File: config.mk
export PLATFORM = sky130hd
export DESIGN_NAME = traffic_ctrl_n
export DESIGN_NICKNAME = d
export VERILOG_FILES = /design/src/rtl/traffic_pkg.sv /design/src/rtl/rr_next_dir.sv /design/src/rtl/traffic_ctrl_n.sv
export SDC_FILE = /design/constraint.sdc
export NUM_CORES = 1
export LEC_CHECK = 0
export CAP_MARGIN = 20
export CORE_UTILIZATION = 54
export DETAILED_ROUTE_END_ITERATION = 8
export DONT_BUFFER_PORTS = 1
export PLACE_DENSITY_LB_ADDON = 0.15
export SKIP_LAST_GASP = 1
export SYNTH_ARGS = -nofsm -noshare
export SYNTH_HDL_FRONTEND = slang
export SYNTH_HIERARCHICAL = 1
export SYNTH_SLANG_ARGS = --single-unit
File: constraint.sdc
create_clock -name clk -period 1.6 [get_ports clk]
set_clock_uncertainty 0.1 [all_clocks]
set_input_delay 0.24 -clock clk [delete_from_list [all_inputs] [get_ports clk]]
set_output_delay 0.24 -clock clk [all_outputs]
set_load 0.1 [all_outputs]
File: src/rtl/traffic_pkg.sv
// Shared lamp codes, phase encoding and sizing helper for the traffic controller.
package traffic_pkg;

   typedef enum logic [1:0] {
      GREEN  = 2'b00,
      YELLOW = 2'b01,
      RED    = 2'b10
   } light_t;

   typedef enum logic [1:0] {
      PH_GREEN  = 2'd0,
      PH_YELLOW = 2'd1,
      PH_ALLRED = 2'd2
   } phase_t;

   function automatic int max3(input int a, input int b, input int c);
      int mx;
      mx = (a > b) ? a : b;
      return (mx > c) ? mx : c;
   endfunction

endpackage

File: src/rtl/rr_next_dir.sv
// Round-robin search: first requesting index after cur (wrapping), cur excluded.
module rr_next_dir #(
   parameter int N_DIR = 4,
   parameter int W     = 2
) (
   input  logic [N_DIR-1:0] req,
   input  logic [W-1:0]     cur,
   output logic [W-1:0]     nxt,
   output logic             vld
);

   logic [W-1:0] idx;

   always_comb begin
      nxt = '0;
      vld = 1'b0;
      idx = '0;
      for (int k = 1; k < N_DIR; k++) begin
         idx = W'((int'(cur) + k) % N_DIR);
         if (!vld && req[idx]) begin
            vld = 1'b1;
            nxt = idx;
         end
      end
   end

endmodule

File: src/rtl/traffic_ctrl_n.sv
// N-direction traffic-light controller: round-robin green/yellow/all-red cycle
// with min/max green limits and a latched hold mode pinning HOLD_DIR.
module traffic_ctrl_n
   import traffic_pkg::*;
#(
   parameter int N_DIR      = 4,
   parameter int GREEN_MIN  = 5,
   parameter int GREEN_MAX  = 20,
   parameter int YELLOW_CYC = 3,
   parameter int ALLRED_CYC = 1,
   parameter int HOLD_DIR   = 1
) (
   input  logic                       clk,
   input  logic                       reset,
   input  logic                       p,
   input  logic                       r,
   input  logic [N_DIR-1:0]           traffic,
   output logic [2*N_DIR-1:0]         lights,
   output logic [$clog2(N_DIR)-1:0]   active_dir,
   output logic                       m
);

   localparam int W    = $clog2(N_DIR);
   localparam int TMAX = max3(GREEN_MAX, YELLOW_CYC, ALLRED_CYC);
   localparam int TW   = $clog2(TMAX + 1);

   localparam logic [TW-1:0] G_MIN1 = TW'(GREEN_MIN - 1);
   localparam logic [TW-1:0] G_MAX1 = TW'(GREEN_MAX - 1);
   localparam logic [TW-1:0] Y_END  = TW'(YELLOW_CYC - 1);
   localparam logic [TW-1:0] A_END  = TW'(ALLRED_CYC - 1);
   // Saturate at the longest phase so a long yellow/all-red can still time out.
   localparam logic [TW-1:0] T_SAT  = TW'(TMAX);
   localparam logic [W-1:0]  HOLD_W = W'(HOLD_DIR);

   phase_t          phase, phase_n;
   logic [W-1:0]    dir, dir_n, nxt, nxt_n, rr_dir;
   logic [TW-1:0]   timer, timer_n;
   logic            m_n, others, leave_green;

   rr_next_dir #(.N_DIR(N_DIR), .W(W)) u_rr (
      .req (traffic),
      .cur (dir),
      .nxt (rr_dir),
      .vld (others)
   );

   assign leave_green = !(m && dir == HOLD_W) && timer >= G_MIN1 && others &&
                        (!traffic[dir] || timer >= G_MAX1);

   always_comb begin
      phase_n = phase;
      dir_n   = dir;
      nxt_n   = nxt;
      unique case (phase)
         PH_GREEN: if (leave_green) begin
            phase_n = PH_YELLOW;
            nxt_n   = rr_dir;
         end
         PH_YELLOW: if (timer == Y_END) phase_n = PH_ALLRED;
         PH_ALLRED: if (timer == A_END) begin
            phase_n = PH_GREEN;
            dir_n   = nxt;
         end
         default: phase_n = PH_GREEN;
      endcase
      if (phase_n != phase)   timer_n = '0;
      else if (timer == T_SAT) timer_n = timer;
      else                     timer_n = timer + 1'b1;
      m_n = r ? 1'b0 : (p ? 1'b1 : m);
   end

   always_ff @(posedge clk) begin
      if (reset) begin
         phase <= PH_GREEN;
         dir   <= '0;
         nxt   <= '0;
         timer <= '0;
         m     <= 1'b0;
      end else begin
         phase <= phase_n;
         dir   <= dir_n;
         nxt   <= nxt_n;
         timer <= timer_n;
         m     <= m_n;
      end
   end

   always_comb begin
      lights = '0;
      for (int d = 0; d < N_DIR; d++) begin
         lights[2*d +: 2] = RED;
         if (W'(d) == dir) begin
            if (phase == PH_GREEN)       lights[2*d +: 2] = GREEN;
            else if (phase == PH_YELLOW) lights[2*d +: 2] = YELLOW;
         end
      end
   end

   assign active_dir = dir;

endmodule

# After elaboration in Yosys (flattened, before gate mapping)
# Cells that the tools add are included.
op_classes:
  n_addsub: 4
  n_eq_ne: 9
  n_reduce_logical: 18
  order_cmp: 6
  muxes: 24
op_table:
  columns: ["op", "n"]
  rows:
  - ["$mux 2", 12]
  - ["$lt 2x3->1 const B", 4]
  - ["$bmux 1 s2", 4]
  - ["$mux 1", 7]
  - ["$logic_and 1x1->1", 6]
  - ["$pmux 2 s3", 1]
  - ["$add 5x1->5 const B", 1]
  - ["$eq 5x2->1 const B", 1]
  - ["$eq 5x5->1 const B", 1]
  - ["$ge 5x3->1 const B", 1]
  - ["$ge 5x5->1 const B", 1]
  - ["$logic_not 5->1", 1]
  - ["$add 2x2->2 const B", 2]
  - ["$eq 2x1->1 const B", 2]
  - ["$eq 2x2->1 const A", 2]
  - ["$logic_not 1->1", 4]
  - ["$logic_not 2->1", 2]
  - ["$reduce_and 2->1", 2]
  - ["$reduce_or 2->1", 2]
  - ["$add 2x1->2 const B", 1]
  - ["$eq 1x2->1 const A", 1]
  - ["$eq 2x2->1 const B", 1]
  - ["$ne 2x2->1", 1]
  - ["$logic_or 1x1->1", 1]
totals:
  wordCells: 66
  reg_bits: 12

# Longest topological paths before layout
depth:
  depth_word: 16
  depth_mapped: 7
  depth_no_buf: 7

# Hierarchy
# The synthesis kept the hierarchy.
modules_own_cells:
  columns: ["mod", "cells_each", "seq_area_each_um2", "area_per_inst_um2", "n_inst"]
  rows:
  - ["traffic_ctrl_n", 77, 240.2, 721.9, 1]
  - ["rr_next_dir", 19, 0.0, 105.1, 1]

# Least setup slack after synthesis
# OpenSTA, ideal clock, no wires.
synth_timing:
  path_kind: "register to output"
  startpoint: "reg dir[1] (netlist: active_dir[1])"
  endpoint: "out lights[4]"
  t_arrival_ps: 3595
  stages_incl_launch_ff: 3
  setup_slack_ps: -2335
  path_cell_list: "dfxtp_1 buf_2 nor3b_1"
synth_between:
  elab_chain_cells: 2
synth_lines:
  columns: ["item", "line", "text"]
  rows:
  - ["start, declared", "traffic_ctrl_n.sv:36", "logic [W-1:0] dir, dir_n, nxt, nxt_n, rr_dir;"]
  - ["start signal, assigned", "traffic_ctrl_n.sv:81", "dir <= dir_n;"]
  - ["$eq 2x2->1", "traffic_ctrl_n.sv:92", "if (W'(d) == dir) begin"]
  - ["$mux 2", "traffic_ctrl_n.sv:92", null]
  - ["end, declared", "traffic_ctrl_n.sv:18", "output logic [2*N_DIR-1:0] lights,"]
# Every way passes these cells.

# Worst setup path after layout
layout_timing:
  startpoint: "reg dir[1] (netlist: active_dir[1])"
  endpoint: "reg timer[3]"
layout_between:
  elab_chain_cells: 16
  word_cells_on_any_way: 30
  classes_between: "3 x add/sub; 2 x eq/ne; 13 x mux; 12 x reduce/logical"
layout_lines:
  columns: ["item", "line", "text"]
  rows:
  - ["$add 2x1->2", "rr_next_dir.sv:19", "idx = W'((int'(cur) + k) % N_DIR);"]
  - ["$bmux 1 s2", "rr_next_dir.sv:20", "if (!vld && req[idx]) begin"]
  - ["$mux 1 (implied by the code)", "rr_next_dir.sv:20", null]
  - ["$mux 1", "rr_next_dir.sv:20", null]
  - ["$logic_not 1->1", "rr_next_dir.sv:20", null]
  - ["$logic_and 1x1->1", "rr_next_dir.sv:20", null]
  - ["$mux 1", "rr_next_dir.sv:20", null]
  - ["$logic_not 1->1", "rr_next_dir.sv:20", null]
  - ["$logic_and 1x1->1", "rr_next_dir.sv:20", null]
  - ["$mux 1 (*)", "rr_next_dir.sv:20", null]
  - ["net others", "traffic_ctrl_n.sv:38", "logic m_n, others, leave_green;"]
  - ["$logic_and 1x1->1 (*) (2 in a row)", "traffic_ctrl_n.sv:47", "assign leave_green = !(m && dir == HOLD_W) && timer >= G_MIN1 && others &&"]
  - ["$mux 2 (*)", "traffic_ctrl_n.sv:55", "PH_GREEN: if (leave_green) begin"]
  - ["$pmux 2 s3 (*)", "traffic_ctrl_n.sv:54", "unique case (phase)"]
  - ["$ne 2x2->1 (*)", "traffic_ctrl_n.sv:66", "if (phase_n != phase) timer_n = '0;"]
  - ["$reduce_or 2->1 (no line) (*)", null, null]
  - ["end signal, assigned", "traffic_ctrl_n.sv:83", "timer <= timer_n;"]
  - ["end, declared", "traffic_ctrl_n.sv:37", "logic [TW-1:0] timer, timer_n;"]
# Mark *: on every way through the listed nets, which the timed path passes. The rest lies on a longest branch. The select of a mux whose other input is x is not followed.
# A chain may end at the register's enable or synchronous reset.

==> impl_results.md <==
- Status: finished with violations
- Failing checks: setup timing
- Final worst setup slack: -279 ps
- Number of different library cells in the post-synthesis netlist: 35
- Via count: 889
- Fin crit share: 117%
- Slew Limit Headroom: 77.8%
- P_leak: 0.513 nW
- Sequential area share after synthesis: 29.0%
- Initial antenna violation count: 0
- CTS sink cnt: 12
- Worst hold slack: 22.6 ps
- Peak Freq: 532 MHz
- Pins Over Slew Limit: 0
- Met1 Resource Use GR: 29.7%
- Finish-stage setup viols: 15
- Max-Cap Viols: 0
- DP Wirelength: 1.64 mm
- Tmin final: 1880 ps
- Placed cell areas: 1100 um^2
- FF+latch count, synth: 12
- Gr ovfl total: 0
- Synthesized area per cell: 8.62 um^2
- Hold Fails Final Rpt: 0
- Synth top area cells: dfxtp_1 29%, nand2b_1 6.1%, nor2_1 5.9%, mux2i_1 4.8%, ha_1 4.5%
- Worst slew pin tran: 335 ps
- Initial core utilization: 60.5%
- Min-Delay Path Depth: 2
- Sequential cell area: 253 um^2
- Hold crit path type: input pin to register
- Reg2Reg Depth: 8
- Cells along the critical path: nor2b_4, o21ai_2, o21a_1, nor3b_2, nand3b_1, buf_4, o221ai_4, nor2_1
- Die ar.: 1690 um^2
- Met3 Usage GRT: 7.07%
- DR WL/cell: 20.5 um
- Layout area overhead: 53.4%
- Layout cells sized above 1: 44.8%
- Num CTS Buffers: 3
- Routed wire length: 2.86 mm
- RSZ-0062 raised after global routing: yes
- Critical path's top delay family: simple AND/OR/NAND/NOR gates
- Critical path class: register to register
- Clock Pin Slew Worst Setup and Hold Paths: 70 ps
- Largest stage delay, worst path: 370 ps
- CP max FO: 6
- Power density cells: 548 nW/um^2
- Final core utilization: 92.9%
- Fillers: 50
- Post-DRT Antenna Nets: 0
- CP Depth: 8
- Synth top area share: 29.0%
- # IOs: 19
- DR pass1 iterations: 4
- Worst setup EP type: register
- Design Area, Final: 1270 um^2
- Synthesized instance count: 96
- Drc violations: 0
- Vias in the first global route: 815
- Worst-Skew Late Latency: 280 ps
- CTS tree: yes
- Placer Congestion: 0.785
- Cell with the largest stage delay on the worst path: dfxtp_4
- GR peak layer: met2
- Largest area contributor in the netlist: dfxtp_1
- Vias per inst: 6.35
- GRT Util Overall: 33.1%
- Rows: 13
- Worst EP arrival: 1920 ps
- Chip Width: 41.1 um
- Worst EP required: 1640 ps
- Clock buffer depth: 2
- Nets: 137
- # diodes: 0
- Core ar.: 1370 um^2
- Die height: 41.1 um
- First-pass GRT wire length: 3.46 mm
- Initial DRC Count: 54
- Worst VDD drop: 573 uV
- Footprint of the multi-input gates: 662 um^2
- CP bufs+invs: 1
- CP Launch Type: register
- Post-synthesis cell area: 827 um^2
- # port buffers: 0
- CTS root buf: clkbuf_4
- H-tree depth: 1
- Met2 Usage GRT: 64.5%
- Setup TNS: -1900 ps
- Largest net degree at the start of global routing: 10
- Synth Warn #: 6
- Mapped Nets: 107
## layout by cell type, fill, tap and decap left out, types with 2 or more instances in the layout
| cell type | instances |
|---|---|
| inv_1 | 3 |
| nor2_4 | 2 |
| nor3b_4 | 2 |
| nand3b_1 | 2 |
| nand2_1 | 5 |
| ha_1 | 3 |
| or3b_4 | 2 |
| dfxtp_1 | 8 |
| dlygate4sd3_1 | 2 |
| nor3_2 | 2 |
| buf_4 | 18 |
| nor2_1 | 12 |
| xnor2_1 | 3 |
| mux2i_1 | 3 |
| a21oi_1 | 5 |
| buf_12 | 6 |
| nand2b_4 | 2 |
| nor3_1 | 2 |
| nand3_1 | 3 |
| nand2b_1 | 6 |
| clkbuf_4 | 3 |
| dfxtp_4 | 3 |
| nand4b_1 | 2 |
| buf_6 | 2 |
## layout make-up
cell class | count | share of cell area (%)
flip-flops and latches | 12 | 19.9
clock buffers | 4 | 2.07
multi-input cells | 78 | 52.2
well taps | 15 | 1.48
repair buffers | 28 | 23.5
inverters | 3 | 0.888
## cells by family (layout without fill, tap and decap cells)
kind of cell	after synthesis	count (layout)	share of synthesized area, %
xor+xnor	4	4	4.24
fa+ha+maj	3	3	4.54
buf+inv	6	35	3.78
mux	5	5	7.56
flops	12	12	29.0
simple gates	50	50	33.9
compound gates	16	16	16.9
## state kept, by name (all words and copies together) (netlist names)
| register | count |
|---|---|
| m | 1 |
| phase | 2 |
| active_dir | 2 |
| timer | 5 |
| nxt | 2 |
## synthesized netlist by cell type
library cell and number:
nand3_1 3, a21boi_4 1, xor2_1 1, or2_2 1, mux2i_1 4, nor3b_1 3, o21a_1 1, nand2b_1 8
nor2_4 1, a2111o_1 1, nor3_2 1, nor2b_1 2, inv_1 3, o21ai_0 1, a21oi_1 6, dfxtp_1 12
xnor2_1 3, nor3_1 4, o21ba_1 1, mux4_2 1, or3_2 1, buf_2 1, or3b_2 2, nand2_1 7
clkbuf_1 1, ha_1 3, buf_6 1, a31oi_1 1, o221ai_1 1, a21boi_1 1, a2bb2oi_1 1, o221ai_4 1
nand3b_1 2, nor2_1 13, nand4b_1 2
## power by group
| group | switching (mW) | internal [mW] | total (mW) |
|---|---|---|---|
| logic | 0.102 | 0.0805 | 0.182 |
| registers | 0.0134 | 0.306 | 0.319 |
| clock network | 0.0974 | 0.0967 | 0.194 |
## stage by stage
step | setup WS (ps) | cells | total power [mW]
finish | -279 | 140 | 0.695
global route | -334 | 140 | 0.719
CTS | -99.0 | 137 | 0.682
detailed placement | -258 | 126 | 0.480
global placement | -90.4 | 126 | 0.470
floorplan | -334 | 96 | 0.437
## worst paths after layout
check,slack (ps),from,endpoint
hold / removal,20,p,m
hold reg to reg,380,nxt[0],nxt[0]
setup reg to reg,-280,active_dir[1],timer[3]
setup / recovery,-280,active_dir[1],timer[3]
## metal layers
layer / share of wire, % / wire (um) / vias to the layer above
met2: 53 / 1520 / 55
met1: 37 / 1060 / 423
met5: 0 / 0 / -
met3: 5.9 / 169 / 17
li1: - / - / 394
met4: 4.0 / 115 / 0
## what timing repair did
item,in CTS,in global routing
cloned,0,0
setup endpoints to repair,16,16
hold buffers,2,0
gates resized for setup,11,6
setup buffers,5,3
pin swaps,10,4
endpoints found under the hold margin,4,0
No activity file was read; power rests on OpenSTA's default activity.
